[src/rtl/key_sched_ctrl_pkg.sv]
// Shared AES key-schedule definitions: encodings, per-key-length constants and the
// GF(2^8) xtime helper (also used by MixColumns).
package key_sched_ctrl_pkg;

  typedef enum logic [1:0] {
    KL_128 = 2'd0,
    KL_192 = 2'd1,
    KL_256 = 2'd2,
    KL_BAD = 2'd3
  } key_len_e;

  typedef enum logic [1:0] {
    OP_XOR      = 2'd0,
    OP_ROT_RCON = 2'd1,
    OP_SUB      = 2'd2
  } op_e;

  typedef enum logic [1:0] {
    ST_IDLE = 2'd0,
    ST_RUN  = 2'd1,
    ST_DONE = 2'd2
  } state_e;

  localparam logic [7:0] RCON_POLY_DEF = 8'h1b;
  localparam logic [7:0] RCON_INIT     = 8'h01;

  localparam logic [3:0] NK_128 = 4'd4;
  localparam logic [3:0] NK_192 = 4'd6;
  localparam logic [3:0] NK_256 = 4'd8;

  localparam int W_128 = 44;
  localparam int W_192 = 52;
  localparam int W_256 = 60;

  function automatic logic [7:0] xtime(input logic [7:0] b, input logic [7:0] poly);
    return {b[6:0], 1'b0} ^ (b[7] ? poly : 8'h00);
  endfunction

endpackage

[src/rtl/key_sched_ctrl_if.sv]
// Step handshake between the AES control FSM, the key schedule controller and the
// key-expansion word datapath.
interface key_sched_ctrl_if #(
  parameter int WORD_W = 32,
  parameter int IDX_W  = 6
);

  logic              start;
  logic [1:0]        key_len;
  logic              ready;
  logic              valid;
  logic [IDX_W-1:0]  word_idx;
  logic [1:0]        op;
  logic [WORD_W-1:0] rcon_word;
  logic              busy;
  logic              done;
  logic              err;

  modport master (
    input  start, key_len, ready,
    output valid, word_idx, op, rcon_word, busy, done, err
  );

  modport slave (
    output start, key_len, ready,
    input  valid, word_idx, op, rcon_word, busy, done, err
  );

endinterface

[src/rtl/key_sched_ctrl_rcon_gen.sv]
// Round-constant register: reloads 01 at run start and advances by xtime after each
// accepted Rcon step.
module key_sched_ctrl_rcon_gen
  import key_sched_ctrl_pkg::*;
#(
  parameter logic [7:0] RCON_POLY = RCON_POLY_DEF
) (
  input  logic       clk,
  input  logic       rst_n,
  input  logic       load_i,
  input  logic       adv_i,
  output logic [7:0] rcon_o
);

  logic [7:0] rcon_q, rcon_d;

  always_comb begin
    rcon_d = rcon_q;
    if (load_i) begin
      rcon_d = RCON_INIT;
    end else if (adv_i) begin
      rcon_d = xtime(rcon_q, RCON_POLY);
    end
  end

  always_ff @(posedge clk) begin
    if (!rst_n) begin
      rcon_q <= RCON_INIT;
    end else begin
      rcon_q <= rcon_d;
    end
  end

  assign rcon_o = rcon_q;

endmodule

[src/rtl/key_sched_ctrl.sv]
// AES-128/192/256 key-expansion controller: walks word index Nk..W-1 and issues one
// transform descriptor per accepted handshake.
module key_sched_ctrl
  import key_sched_ctrl_pkg::*;
#(
  parameter int         WORD_W    = 32,
  parameter int         IDX_W     = 6,
  parameter logic [7:0] RCON_POLY = RCON_POLY_DEF
) (
  input logic              clk,
  input logic              rst_n,
  key_sched_ctrl_if.master bus
);

  state_e           state_q, state_d;
  logic [IDX_W-1:0] idx_q, idx_d;
  logic [IDX_W-1:0] last_q, last_d;
  logic [3:0]       nk_q, nk_d;
  logic [2:0]       k_q, k_d;
  logic             err_q, err_d;
  logic             rcon_load, rcon_adv;
  logic [7:0]       rcon;
  logic [1:0]       op;
  logic             run;

  assign run = (state_q == ST_RUN);

  // k is i mod Nk, tracked incrementally so no divider is needed.
  always_comb begin
    op = OP_XOR;
    if (run) begin
      if (k_q == 3'd0) begin
        op = OP_ROT_RCON;
      end else if ((nk_q == NK_256) && (k_q == 3'd4)) begin
        op = OP_SUB;
      end
    end
  end

  always_comb begin
    state_d   = state_q;
    idx_d     = idx_q;
    last_d    = last_q;
    nk_d      = nk_q;
    k_d       = k_q;
    err_d     = 1'b0;
    rcon_load = 1'b0;
    rcon_adv  = 1'b0;
    unique case (state_q)
      ST_IDLE: begin
        if (bus.start) begin
          if (key_len_e'(bus.key_len) == KL_BAD) begin
            err_d = 1'b1;
          end else begin
            unique case (key_len_e'(bus.key_len))
              KL_192: begin
                nk_d   = NK_192;
                last_d = IDX_W'(W_192 - 1);
              end
              KL_256: begin
                nk_d   = NK_256;
                last_d = IDX_W'(W_256 - 1);
              end
              default: begin
                nk_d   = NK_128;
                last_d = IDX_W'(W_128 - 1);
              end
            endcase
            idx_d     = IDX_W'(nk_d);
            k_d       = 3'd0;
            rcon_load = 1'b1;
            state_d   = ST_RUN;
          end
        end
      end
      ST_RUN: begin
        if (bus.ready) begin
          idx_d    = idx_q + IDX_W'(1);
          k_d      = ({1'b0, k_q} == (nk_q - 4'd1)) ? 3'd0 : (k_q + 3'd1);
          rcon_adv = (op == OP_ROT_RCON);
          if (idx_q == last_q) begin
            state_d = ST_DONE;
          end
        end
      end
      ST_DONE: begin
        state_d = ST_IDLE;
      end
      default: begin
        state_d = ST_IDLE;
      end
    endcase
  end

  always_ff @(posedge clk) begin
    if (!rst_n) begin
      state_q <= ST_IDLE;
      idx_q   <= '0;
      last_q  <= '0;
      nk_q    <= NK_128;
      k_q     <= 3'd0;
      err_q   <= 1'b0;
    end else begin
      state_q <= state_d;
      idx_q   <= idx_d;
      last_q  <= last_d;
      nk_q    <= nk_d;
      k_q     <= k_d;
      err_q   <= err_d;
    end
  end

  key_sched_ctrl_rcon_gen #(
    .RCON_POLY(RCON_POLY)
  ) u_rcon_gen (
    .clk   (clk),
    .rst_n (rst_n),
    .load_i(rcon_load),
    .adv_i (rcon_adv),
    .rcon_o(rcon)
  );

  assign bus.valid     = run;
  assign bus.busy      = run;
  assign bus.done      = (state_q == ST_DONE);
  assign bus.err       = err_q;
  assign bus.word_idx  = run ? idx_q : '0;
  assign bus.op        = op;
  assign bus.rcon_word = (op == OP_ROT_RCON) ? {rcon, {(WORD_W - 8){1'b0}}} : '0;

endmodule

[src/flat_wrapper.sv]
// flat-port wrapper written by rule: the top's interface ports become plain ports
module key_sched_ctrl_flat import key_sched_ctrl_pkg::*;
#(
  parameter int         WORD_W    = 32,
  parameter int         IDX_W     = 6,
  parameter logic [7:0] RCON_POLY = RCON_POLY_DEF
)
  (clk, rst_n, bus_start, bus_key_len, bus_ready, bus_valid, bus_word_idx, bus_op, bus_rcon_word, bus_busy, bus_done, bus_err);
  key_sched_ctrl_if #(.WORD_W(WORD_W), .IDX_W(IDX_W)) bus_i ();
  input logic clk;
  input logic rst_n;
  input wire logic [$bits(bus_i.start)-1:0] bus_start;
  input wire logic [$bits(bus_i.key_len)-1:0] bus_key_len;
  input wire logic [$bits(bus_i.ready)-1:0] bus_ready;
  output wire logic [$bits(bus_i.valid)-1:0] bus_valid;
  output wire logic [$bits(bus_i.word_idx)-1:0] bus_word_idx;
  output wire logic [$bits(bus_i.op)-1:0] bus_op;
  output wire logic [$bits(bus_i.rcon_word)-1:0] bus_rcon_word;
  output wire logic [$bits(bus_i.busy)-1:0] bus_busy;
  output wire logic [$bits(bus_i.done)-1:0] bus_done;
  output wire logic [$bits(bus_i.err)-1:0] bus_err;
  assign bus_i.start = bus_start;
  assign bus_i.key_len = bus_key_len;
  assign bus_i.ready = bus_ready;
  assign bus_valid = bus_i.valid;
  assign bus_word_idx = bus_i.word_idx;
  assign bus_op = bus_i.op;
  assign bus_rcon_word = bus_i.rcon_word;
  assign bus_busy = bus_i.busy;
  assign bus_done = bus_i.done;
  assign bus_err = bus_i.err;
  key_sched_ctrl #(.WORD_W(WORD_W), .IDX_W(IDX_W), .RCON_POLY(RCON_POLY)) u_core (.clk(clk), .rst_n(rst_n), .bus(bus_i));
endmodule
[config.mk]
export PLATFORM = sky130hd
export DESIGN_NAME = key_sched_ctrl_flat
export DESIGN_NICKNAME = d
export VERILOG_FILES = /design/src/rtl/key_sched_ctrl_pkg.sv /design/src/rtl/key_sched_ctrl_if.sv /design/src/rtl/key_sched_ctrl_rcon_gen.sv /design/src/rtl/key_sched_ctrl.sv /design/src/flat_wrapper.sv
export SDC_FILE = /design/constraint.sdc
export NUM_CORES = 1
export LEC_CHECK = 0
export ABC_AREA = 1
export CAP_MARGIN = 20
export CORE_UTILIZATION = 47
export DETAILED_ROUTE_END_ITERATION = 6
export PLACE_DENSITY = 0.89
export SLEW_MARGIN = 20
export SYNTH_ARGS = -nofsm -noshare
export SYNTH_HDL_FRONTEND = slang
export SYNTH_HIERARCHICAL = 1
export SYNTH_SLANG_ARGS = --single-unit
export TNS_END_PERCENT = 10
[constraint.sdc]
create_clock -name clk -period 1.6 [get_ports clk]
set_input_delay 0.32 -clock clk [delete_from_list [all_inputs] [get_ports clk]]
set_output_delay 0.32 -clock clk [all_outputs]
set_load 0.01 [all_outputs]
==> flow_summary.toml <==
[timing]
report.final.slew_viol_count = 0
finalHoldWorstSlack_ns = 0.4853
max_freq_ghz = 0.5609
fin_crit_sh_pct = 111.4
rsz0062_at_grt = "yes"
finalClockSkew_ns = 0.004551
finalSetupViolCount = 9
finalCriticalPeriod_ns = 1.783
worst_slack_ns = -0.1829
hold_viol_final = 0

[cells_and_area]
drive_above_1_share_pct = 27.30
nNetsFinal = 321
area_growth_pct = 22.32
antenna_cells = 0
final_area_sq_um = 2112

[route]
ant_nets = 0
wl_um = 3698
wl_per_cell_um = 10.57
via_count = 1626
drt_pass1_iterations = 4
vias_per_cell = 4.646
drtIter0Drc = 77
drc = 0

[synthesis]
async_flop_share_pct = 0
yosysUniqueCellTypes = 24
syn-cell-area_sq_um = 1727
yosysWarningCount = 6
post-synth-top-count-cell = "nand2_1"
synth_edf_count = 0
synth_largest_area_cell = "dfxtp_1"
yosys.area.top_type_share_pct = 30.14
postSynthAreaPerCell_sq_um = 6.771
yosysSeqAreaShare_pct = 30.14
ys_seq_elements = 26
synth_area_leaders = "dfxtp_1 (30%), buf_4 (11%), nand2_1 (10%)"
syn_inst = 255
synthFlopType = "dfxtp_1"
synthTopCellsByCount = "nand2_1 (47), nor2_1 (38), inv_1 (36)"

[power]
power_uw = 2049
power_frac_seq_pct = 37.9
power.density_nw_per_um2 = 970.3
clkPwrFrac_pct = 22.2
switchingPower_uw = 749.3
leakage_uw = 0.001039
p_sw_share_pct = 36.56
p_int_uw = 1300
pwr-share-comb_pct = 39.9
vdd_drop_max_v = 0.0006261

[placement]
gp_congestion = 0.9229
dp_hpwl_um = 2599
place_area_sq_um = 2071
port_buffers = 25
pre_cts_ws_ns = -0.3138

[floorplan]
rows = 21
start_util_pct = 50.55
io_pins = 50
dieArea_sq_um = 3920
die_h_um = 62.61
die_w_um = 62.61
design.core.area_sq_um = 3416

[cts]
clk_pin_slew_ns = 0.15
cts_buffers = 3
cts-htree-levels = 1
clock_sinks = 26
cts_tree = "built"
hold_buffers = 0
clk-insertion-delay-late_ns = 0.32
cts_root_buf = "clkbuf_4"
clockBufferDepth = 2

[worst_setup_path]
endpoint_kind = "primary output"
path_cells = "inv_2, ha_4, nand2_4, nor2_4, clkinvlp_4, nor2_2, buf_2"
rrSetupSlack_ns = 0.03
r2r_cells = 12
reg2reg_from = "u_core/k_q[1]"
cpPeakStageDelay_ns = 0.35
crit_fanout = 4
crit_end = "bus_rcon_word[31]"
worst_ep_arrival_time_ns = 1.46
crit_start = "u_core/k_q[1]"
required_ns = 1.28
critPathSlowestCell = "dfxtp_2"
critPathBufInv = 3
critPathTopFamily = "flip-flops"
r2r-end = "u_core/u_rcon_gen/rcon_o[3]"
start_kind = "register"
cp.depth = 7
critPathKind = "reg -> out"

[global_routing]
grt_pass1_wl_um = 6085
grt.total_usage_pct = 18.87
grt_max_degree = 16
grt_pass1_vias = 1399
gr-total-overflow = 0
antenna_found_initial = 0

[run_status]
violations = "setup timing"
status = "finished, violations left"

[flow_run]
drv_cap = 0

[worst_hold_path]
hold_path.class = "reg -> reg"
metal layers:
| metal | wire length (um) | GRT usage (%) | vias up | share of wire, % |
|---|---|---|---|---|
| li1 | - | - | 831 | - |
| met3 | 198 | 4.745 | 6 | 5.4 |
| met1 | 1558 | 22.30 | 734 | 42 |
| met2 | 1910 | 33.70 | 55 | 52 |
| met5 | 0 | 0 | - | 0 |
| met4 | 31 | 4.651 | 0 | 0.84 |
area by class of cell:
| type | count | area (sq um) |
|---|---|---|
| clock inverters | 1 | 30.03 |
| multi-input cells | 182 | 962.2 |
| fillers | 321 | 1304 |
| inverters | 42 | 160.2 |
| repair buffers | 49 | 345.3 |
| repair inverters | 1 | 7.507 |
| flip-flops and latches | 26 | 526.8 |
| well taps | 46 | 57.56 |
| clock buffers | 3 | 22.52 |
worst min-delay path: stages, from the launching register on:
cell and delay (ns):
dfxtp_1 0.35, nand2_1 0.06, a21oi_1 0.05
flip-flops by register name, indices dropped and copies added, names as in the netlist:
signal / cells
u_core/bus.err: 1
u_core/idx_q: 6
u_core/k_q: 3
u_core/last_q: 3
u_core/nk_q: 3
u_core/state_q: 2
u_core/u_rcon_gen/rcon_o: 8
how the worst min path moves through the flow:
stage                                      startpoint                          end  depth (start not counted)
after floorplan                        u_core/nk_q[2]               u_core/nk_q[2]                          2
after global placement                 u_core/nk_q[2]               u_core/nk_q[2]                          2
after detailed placement  u_core/u_rcon_gen/rcon_o[5]  u_core/u_rcon_gen/rcon_o[5]                          2
after CTS                 u_core/u_rcon_gen/rcon_o[5]  u_core/u_rcon_gen/rcon_o[5]                          2
after global routing      u_core/u_rcon_gen/rcon_o[5]  u_core/u_rcon_gen/rcon_o[5]                          2
final                     u_core/u_rcon_gen/rcon_o[5]  u_core/u_rcon_gen/rcon_o[5]                          2
repair_timing:
| action | CTS | global route |
|---|---|---|
| pin swaps | 2 | 5 |
| resized for setup | 62 | 32 |
| setup buffers | 1 | 1 |
| gates cloned | 1 | 0 |
| endpoints found under the setup margin | 19 | 31 |
through the flow:
stage / utilization (%) / std cells / TNS (ns)
after floorplan: - / 278 / 0
after global placement: 60.62 / 343 / -4.667
after detailed placement: 60.62 / 343 / -5.847
after CTS: 61.58 / 349 / -1.509
after global routing: 61.83 / 350 / -2.604
final: 61.83 / 350 / -0.9811
logic make-up after synthesis:
kind of cell	after synthesis	share of synthesized area, %
AO/OA/AOI/OAI	34	10.07
XOR/XNOR	2	1.015
adder cells (fa/ha/maj)	10	7.246
buffers and inverters	70	21.59
flip-flops	26	30.14
other	1	0.2172
AND/OR/NAND/NOR	112	29.71
power groups by stage:
| stage | clock network, uW | registers (uW) | logic (uW) |
|---|---|---|---|
| 6_report | 455 | 777 | 818 |
| 3_3_place_gp | 0 | 781 | 741 |
| 5_1_grt | 498 | 787 | 902 |
| 3_5_place_dp | 0 | 784 | 770 |
| 4_1_cts | 471 | 774 | 784 |
| 2_1_floorplan | 0 | 788 | 533 |
placed cells by master, fill, tap and decap left out, drive strengths merged:
cell type / synthesis / final
xnor2: 2 / 2
nand3: 14 / 14
inv: 42 / 42
nand2: 52 / 52
o21ai: 14 / 14
dfxtp: 26 / 26
clkbuf: 0 / 6
ha: 10 / 10
nor2: 44 / 44
clkinvlp: 0 / 1
bufinv: 0 / 1
clkdlybuf4s50: 0 / 6
buf: 28 / 40
conb: 1 / 24
nand4: 1 / 1
a21oi: 20 / 20
nor3: 1 / 1
Note: power is estimated with default switching activity, not from simulation.
